File: src/rtl/core_feeder_pkg.sv
// Shared definitions for the core feeder: request code, FSM states and default sizing.
package core_feeder_pkg;

  localparam int DEF_NUM_CORES  = 24;
  localparam int DEF_DW         = 19;
  localparam int DEF_FIFO_DEPTH = 16;
  localparam int DEF_WAIT_MAX   = 16;

  localparam logic [3:0] REQ_SAMPLE = 4'd1;

  typedef enum logic [1:0] {
    ST_IDLE  = 2'd0,
    ST_GRANT = 2'd1,
    ST_WAIT  = 2'd2
  } feeder_state_e;

endpackage

File: src/rtl/core_feeder_fifo.sv
// Sample buffer for core_feeder: power-of-two circular FIFO with head-of-queue read port.
module feeder_fifo #(
  parameter int DW    = 19,
  parameter int DEPTH = 16
) (
  input  logic                       clk,
  input  logic                       rst_n,
  input  logic                       push,
  input  logic [DW-1:0]              wdata,
  input  logic                       pop,
  output logic [DW-1:0]              rdata,
  output logic [$clog2(DEPTH):0]     level,
  output logic                       empty
);

  localparam int AW = $clog2(DEPTH);

  logic [DW-1:0] mem [DEPTH];
  logic [AW-1:0] wr_ptr;
  logic [AW-1:0] rd_ptr;
  logic          full;
  logic          push_ok;
  logic          pop_ok;

  assign full    = (level == (AW+1)'(DEPTH));
  assign empty   = (level == '0);
  assign push_ok = push && !full;
  assign pop_ok  = pop && !empty;
  assign rdata   = mem[rd_ptr];

  // Storage carries no reset; only the pointers and level define contents.
  always_ff @(posedge clk) begin
    if (push_ok) mem[wr_ptr] <= wdata;
  end

  always_ff @(posedge clk or negedge rst_n) begin
    if (!rst_n) begin
      wr_ptr <= '0;
      rd_ptr <= '0;
      level  <= '0;
    end else begin
      if (push_ok) wr_ptr <= wr_ptr + 1'b1;
      if (pop_ok)  rd_ptr <= rd_ptr + 1'b1;
      case ({push_ok, pop_ok})
        2'b10:   level <= level + 1'b1;
        2'b01:   level <= level - 1'b1;
        default: level <= level;
      endcase
    end
  end

endmodule

File: src/rtl/core_feeder.sv
// Buffers upstream samples and hands them one at a time to requesting cores,
// round-robin, over a shared io_in bus qualified by a one-hot in_en pulse.
module core_feeder
  import core_feeder_pkg::*;
#(
  parameter int NUM_CORES  = DEF_NUM_CORES,
  parameter int DW         = DEF_DW,
  parameter int FIFO_DEPTH = DEF_FIFO_DEPTH,
  parameter int WAIT_MAX   = DEF_WAIT_MAX
) (
  input  logic                          clk,
  input  logic                          rst_n,
  input  logic signed [DW-1:0]          s_data,
  input  logic                          s_valid,
  output logic                          s_ready,
  input  logic [4*NUM_CORES-1:0]        req_in,
  output logic signed [DW-1:0]          io_in,
  output logic [NUM_CORES-1:0]          in_en,
  output logic [$clog2(FIFO_DEPTH):0]   fifo_level,
  output logic                          err_timeout,
  output feeder_state_e                 dbg_state
);

  localparam int IDX_W = (NUM_CORES > 1) ? $clog2(NUM_CORES) : 1;
  localparam int LVL_W = $clog2(FIFO_DEPTH) + 1;
  localparam int CNT_W = $clog2(WAIT_MAX + 1);

  feeder_state_e   state_q, state_d;
  logic [IDX_W-1:0] winner_q, rr_ptr_q, pick;
  logic [CNT_W-1:0] wait_cnt_q;
  logic [NUM_CORES-1:0] req_vec;
  logic [DW-1:0]    fifo_rdata;
  logic             fifo_empty;
  logic             ready_en_q;
  logic             any_req;
  logic             grant;
  logic             timeout;
  logic             push;
  int               cand;

  // Upstream handshake: a sample transfers on a rising edge where s_valid && s_ready;
  // s_ready never depends on s_valid.
  assign s_ready   = ready_en_q && (fifo_level < LVL_W'(FIFO_DEPTH));
  assign push      = s_valid && s_ready;
  assign dbg_state = state_q;

  feeder_fifo #(.DW(DW), .DEPTH(FIFO_DEPTH)) u_fifo (
    .clk   (clk),
    .rst_n (rst_n),
    .push  (push),
    .wdata (s_data),
    .pop   (grant),
    .rdata (fifo_rdata),
    .level (fifo_level),
    .empty (fifo_empty)
  );

  always_comb begin
    req_vec = '0;
    for (int k = 0; k < NUM_CORES; k++) req_vec[k] = (req_in[4*k +: 4] == REQ_SAMPLE);
  end

  // Round-robin scan starting at rr_ptr; the first requester found wins.
  always_comb begin
    any_req = 1'b0;
    pick    = '0;
    cand    = 0;
    for (int i = 0; i < NUM_CORES; i++) begin
      cand = int'(rr_ptr_q) + i;
      if (cand >= NUM_CORES) cand = cand - NUM_CORES;
      if (!any_req && req_vec[IDX_W'(cand)]) begin
        any_req = 1'b1;
        pick    = IDX_W'(cand);
      end
    end
  end

  // wait_cnt counts cycles since the grant cycle, so the timeout lands WAIT_MAX cycles after it.
  always_comb begin
    state_d = state_q;
    grant   = 1'b0;
    timeout = 1'b0;
    case (state_q)
      ST_IDLE: begin
        if (!fifo_empty && any_req) begin
          state_d = ST_GRANT;
          grant   = 1'b1;
        end
      end
      ST_GRANT: state_d = ST_WAIT;
      ST_WAIT: begin
        if (!req_vec[winner_q]) begin
          state_d = ST_IDLE;
        end else if (wait_cnt_q == CNT_W'(WAIT_MAX - 1)) begin
          state_d = ST_IDLE;
          timeout = 1'b1;
        end
      end
      default: state_d = ST_IDLE;
    endcase
  end

  always_ff @(posedge clk or negedge rst_n) begin
    if (!rst_n) begin
      state_q     <= ST_IDLE;
      winner_q    <= '0;
      rr_ptr_q    <= '0;
      wait_cnt_q  <= '0;
      io_in       <= '0;
      in_en       <= '0;
      err_timeout <= 1'b0;
      ready_en_q  <= 1'b0;
    end else begin
      state_q    <= state_d;
      ready_en_q <= 1'b1;
      in_en      <= '0;
      if (grant) begin
        in_en    <= {{(NUM_CORES-1){1'b0}}, 1'b1} << pick;
        io_in    <= fifo_rdata;
        winner_q <= pick;
        rr_ptr_q <= (pick == IDX_W'(NUM_CORES - 1)) ? '0 : pick + IDX_W'(1);
      end
      if (state_q == ST_GRANT)     wait_cnt_q <= CNT_W'(1);
      else if (state_q == ST_WAIT) wait_cnt_q <= wait_cnt_q + CNT_W'(1);
      if (timeout) err_timeout <= 1'b1;
    end
  end

endmodule

File: config.mk
export PLATFORM = sky130hd
export DESIGN_NAME = core_feeder
export DESIGN_NICKNAME = d
export VERILOG_FILES = /design/src/rtl/core_feeder_pkg.sv /design/src/rtl/core_feeder_fifo.sv /design/src/rtl/core_feeder.sv
export SDC_FILE = /design/constraint.sdc
export NUM_CORES = 1
export LEC_CHECK = 0
export CAP_MARGIN = 15
export CORE_AREA = 2 2 208 210
export CTS_BUF_LIST = sky130_fd_sc_hd__clkbuf_4 sky130_fd_sc_hd__clkbuf_8
export DETAILED_ROUTE_END_ITERATION = 12
export DIE_AREA = 0 0 210 212
export MAX_ROUTING_LAYER = met4
export PLACE_DENSITY = 0.69
export SLEW_MARGIN = 40
export SYNTH_ARGS = -nofsm -noshare
export SYNTH_HDL_FRONTEND = slang
export SYNTH_SLANG_ARGS = --single-unit
File: constraint.sdc
create_clock -name clk -period 7.75 [get_ports clk]
set_input_delay 1.1625 -clock clk [delete_from_list [all_inputs] [get_ports clk]]
set_output_delay 1.1625 -clock clk [all_outputs]
set_load 0.01 [all_outputs]
==> impl_metrics.csv <==
group,metric,value,unit
logic_synthesis,yosys-top-cells-area,"edfxtp_1 44%, mux4_2 11%, dfrtp_1 9.0%",
logic_synthesis,synth_edf_count,304,
setup_path,worst-path-buf-inv,2,
setup_path,worstPathArrival,7.37,ns
floorplan,coreArea,0.0425,mm^2
setup_path,critPathSlowestCell,"dfrtp_1",
floorplan,die_h,212,um
floorplan,io_pins,170,
placed_design,gp_congestion,1.02,
logic_synthesis,synth.largest_area_cell,"edfxtp_1",
global_routing,grt_max_degree,74,
floorplan,rows,76,
finish,synthToLayoutAreaGrowth,17.7,%
finish,final_cell_mix,"304 x edfxtp_1, 168 x clkdlybuf4s50_1, 102 x mux4_2",
clock_network,cts_hold_buf,0,
worst_hold_path,hp-class,"input pin to async pin",
sta,slew_violations,0,
finish,drive_above_1_share,20.0,%
setup_path,crit_cells,22,
clock_network,cts_buffers,59,
power,leakage,8.64,nW
sta,period_share,88.5,%
power,peakVddDrop,0.302,mV
sta,rsz0062_at_grt,"false",
setup_path,cpLargestDelayFamily,"simple AND/OR/NAND/NOR gates",
clock_network,path_clk_slew,0.06,ns
placed_design,place_area,0.0231,mm^2
floorplan,die_w,210,um
floorplan,start_util,49.0,%
setup_path,rr_endpoint,"u_fifo.level[4]",
sta,slew_headroom,46.1,%
routing,post_drt_wl_per_cell,26.3,um
setup_path,timing.rr.start,"rr_ptr_q[2]",
global_routing,track_usage,29.1,%
sta,tightestPinTransition,0.801,ns
sta,setup_slack,0.890,ns
clock_network,clockRootBuffer,"clkbuf_8",
setup_path,critPathMaxStageDelay,0.69,ns
placed_design,dpl.hpwl,43500,um
routing,via_per_inst,6.41,
finish,fin_util,57.7,%
sta,finalHoldViolCount,0,
finish,num-fill-cells,3376,
sta,period_needed,6.86,ns
logic_synthesis,ys_ff_latch,379,
global_routing,antenna_found_initial,0,
clock_network,h-tree-depth,2,
routing,drtIter0Drc,1370,
clock_network,clkSinkCount,379,
logic_synthesis,synth_nets,1751,
clock_network,clockBufferDepth,3,
clock_network,post-cts-setup-buffers,0,
floorplan,dieArea,0.0445,mm^2
routing,ant_nets,0,
setup_path,end_kind,"flop",
global_routing,grt-ovfl-total,0,
setup_path,crit_type,"flop to flop",
finish,nets,1939,
logic_synthesis,avgSynthCellArea,13.1,um^2
clock_network,worstSkewPairLatency,0.67,ns
routing,dr.pass1.iters,6,
sta,fin_skew,0.0373,ns
logic_synthesis,syn_inst,1589,
logic_synthesis,synth_area,0.0208,mm^2
job,drv_cap,0,
finish,mostFrequentLayoutCell,"edfxtp_1",
power,total_power,11.7,mW
placed_design,io_buffer_count,169,
setup_path,cp-start-kind,"flop",
finish,diodes,0,
setup_path,reg2reg_slack,0.89,ns
status,status,"completed",
sta,setup_viol,0,
setup_path,crit_required,8.26,ns
logic_synthesis,synth-main-ff-cell,"edfxtp_1",
clock_network,cts_tree,"built",
logic_synthesis,ys_types,106,
routing,drc_errors,0,
power,power.density,479,mW/mm^2
routing,routed_wirelength,62400,um
finish,design_area,0.0245,mm^2
sta,max_freq,146,MHz
setup_path,path_max_fanout,14,
sta,finalSetupTns,0,ns
global_routing,grt_pass1_wl,93200,um
setup_path,cp_cell_sequence,"inv_1 > buf_4 > ha_1 > nor2b_1 > xnor2_1 > mux4_2 > a21bo_2 > o211a_1 > nand4_2 > nor4_2 > nand3_1 > o22ai_1 > nor2_4 > ha_1 > xor2_1 > ha_1 > o21ai_0 > a21oi_1 > a21oi_1 > xor2_1 > nor2_1 > xor2_1",
global_routing,grt_pass1_vias,15100,
logic_synthesis,ys_seq_area_share,52.8,%
clock_network,cts_resized,0,
logic_synthesis,async_reset_ff_share,19.8,%
placed_design,dp_worst_setup_slack,1.05,ns
setup_path,rr_worst_depth,22,
routing,num_vias,15200,
logic_synthesis,yosysTopAreaCellShare,43.8,%
logic_synthesis,yosysWarnings,0,
[cell usage after synthesis, drive strengths merged (8+ instances only)]
library cell    n
a211oi         15
mux2i          50
nor4b          22
a22o           10
o21ai          66
a221oi          8
nand3          55
xor2           10
nand3b         12
and3           16
a31oi          12
inv            38
or4b           24
and2           31
nand4           9
nand2b         12
nand2          78
o211ai         18
o221ai          8
nor2           93
xnor2          39
buf            42
ha             44
mux4          102
dfrtp          75
o22ai          44
a211o           9
a21oi          71
or3             8
nor3           22
clkbuf         45
nor2b          15
edfxtp        304
a21o           16
or2            12
mux2           23
o21a           14
[metal layers]
metal	track usage, %	vias up	part of all wire [%]
li1	-	6733	-
met3	4.58	131	6.9
met4	10.1	0	3.4
met2	47.6	676	49
met5	-	-	0
met1	37.3	7663	41
[worst reg2reg max path, delay by kind of cell (launching register included)]
kind | cells | cell delay, ns
compound gates | 6 | 1.44
xor+xnor | 4 | 0.98
fa+ha+maj | 3 | 0.81
buf+inv | 2 | 0.71
flops | 1 | 0.69
mux | 1 | 0.59
simple gates | 6 | 1.51
[state kept, by name, indices dropped and copies added, names as in the netlist]
name           flops
dbg_state          2
err_timeout        1
in_en             24
io_in             19
ready_en_q         1
rr_ptr_q           5
u_fifo.level       5
u_fifo.mem       304
u_fifo.rd_ptr      4
u_fifo.wr_ptr      4
wait_cnt_q         5
winner_q           5
[worst max-delay path by stage]
stage,end,startpoint,slack [ns]
floorplan,u_fifo.level[4],rr_ptr_q[2],1.55
global placement,u_fifo.level[4],rr_ptr_q[2],1.10
CTS,u_fifo.level[4],rr_ptr_q[2],1.01
finish,u_fifo.level[4],rr_ptr_q[2],0.89
detailed placement,u_fifo.level[4],rr_ptr_q[2],1.05
global route,u_fifo.level[4],rr_ptr_q[2],0.43
[power by group]
group / switching, mW / internal, mW / leakage (nW)
sequential: 0.236 / 2.44 / 3.67
clock: 0.780 / 1.09 / 0.722
combinational: 4.41 / 2.78 / 4.25
total: 5.43 / 6.31 / 8.64
[cell families after synthesis]
kind of cell	after synthesis	synth area share (%)
AO/OA/AOI/OAI	375	12.7
XOR/XNOR	49	2.17
adder cells (fa/ha/maj)	44	2.64
buffers and inverters	125	2.82
AND/OR/NAND/NOR	441	12.1
flip-flops	379	52.8
multiplexers	175	14.7
other	1	0.0180
[area by class of cell]
cell class / count / area [um^2] / share of cell area [%]
Timing Repair Buffer: 214 / 2050 / 8.36
Tap cell: 546 / 683 / 2.79
Clock inverter: 12 / 195 / 0.796
Multi-Input combinational cell: 1085 / 9280 / 37.8
Clock buffer: 98 / 1160 / 4.73
Inverter: 38 / 143 / 0.582
Sequential cell: 379 / 11000 / 44.9
[through the flow]
stage	cells	hold slack, ns
global route	2372	0.330
floorplan	1589	0.465
detailed placement	2261	0.468
CTS	2371	0.317
finish	2372	0.361
global placement	2261	0.481
(Power assumes the default switching activity.)
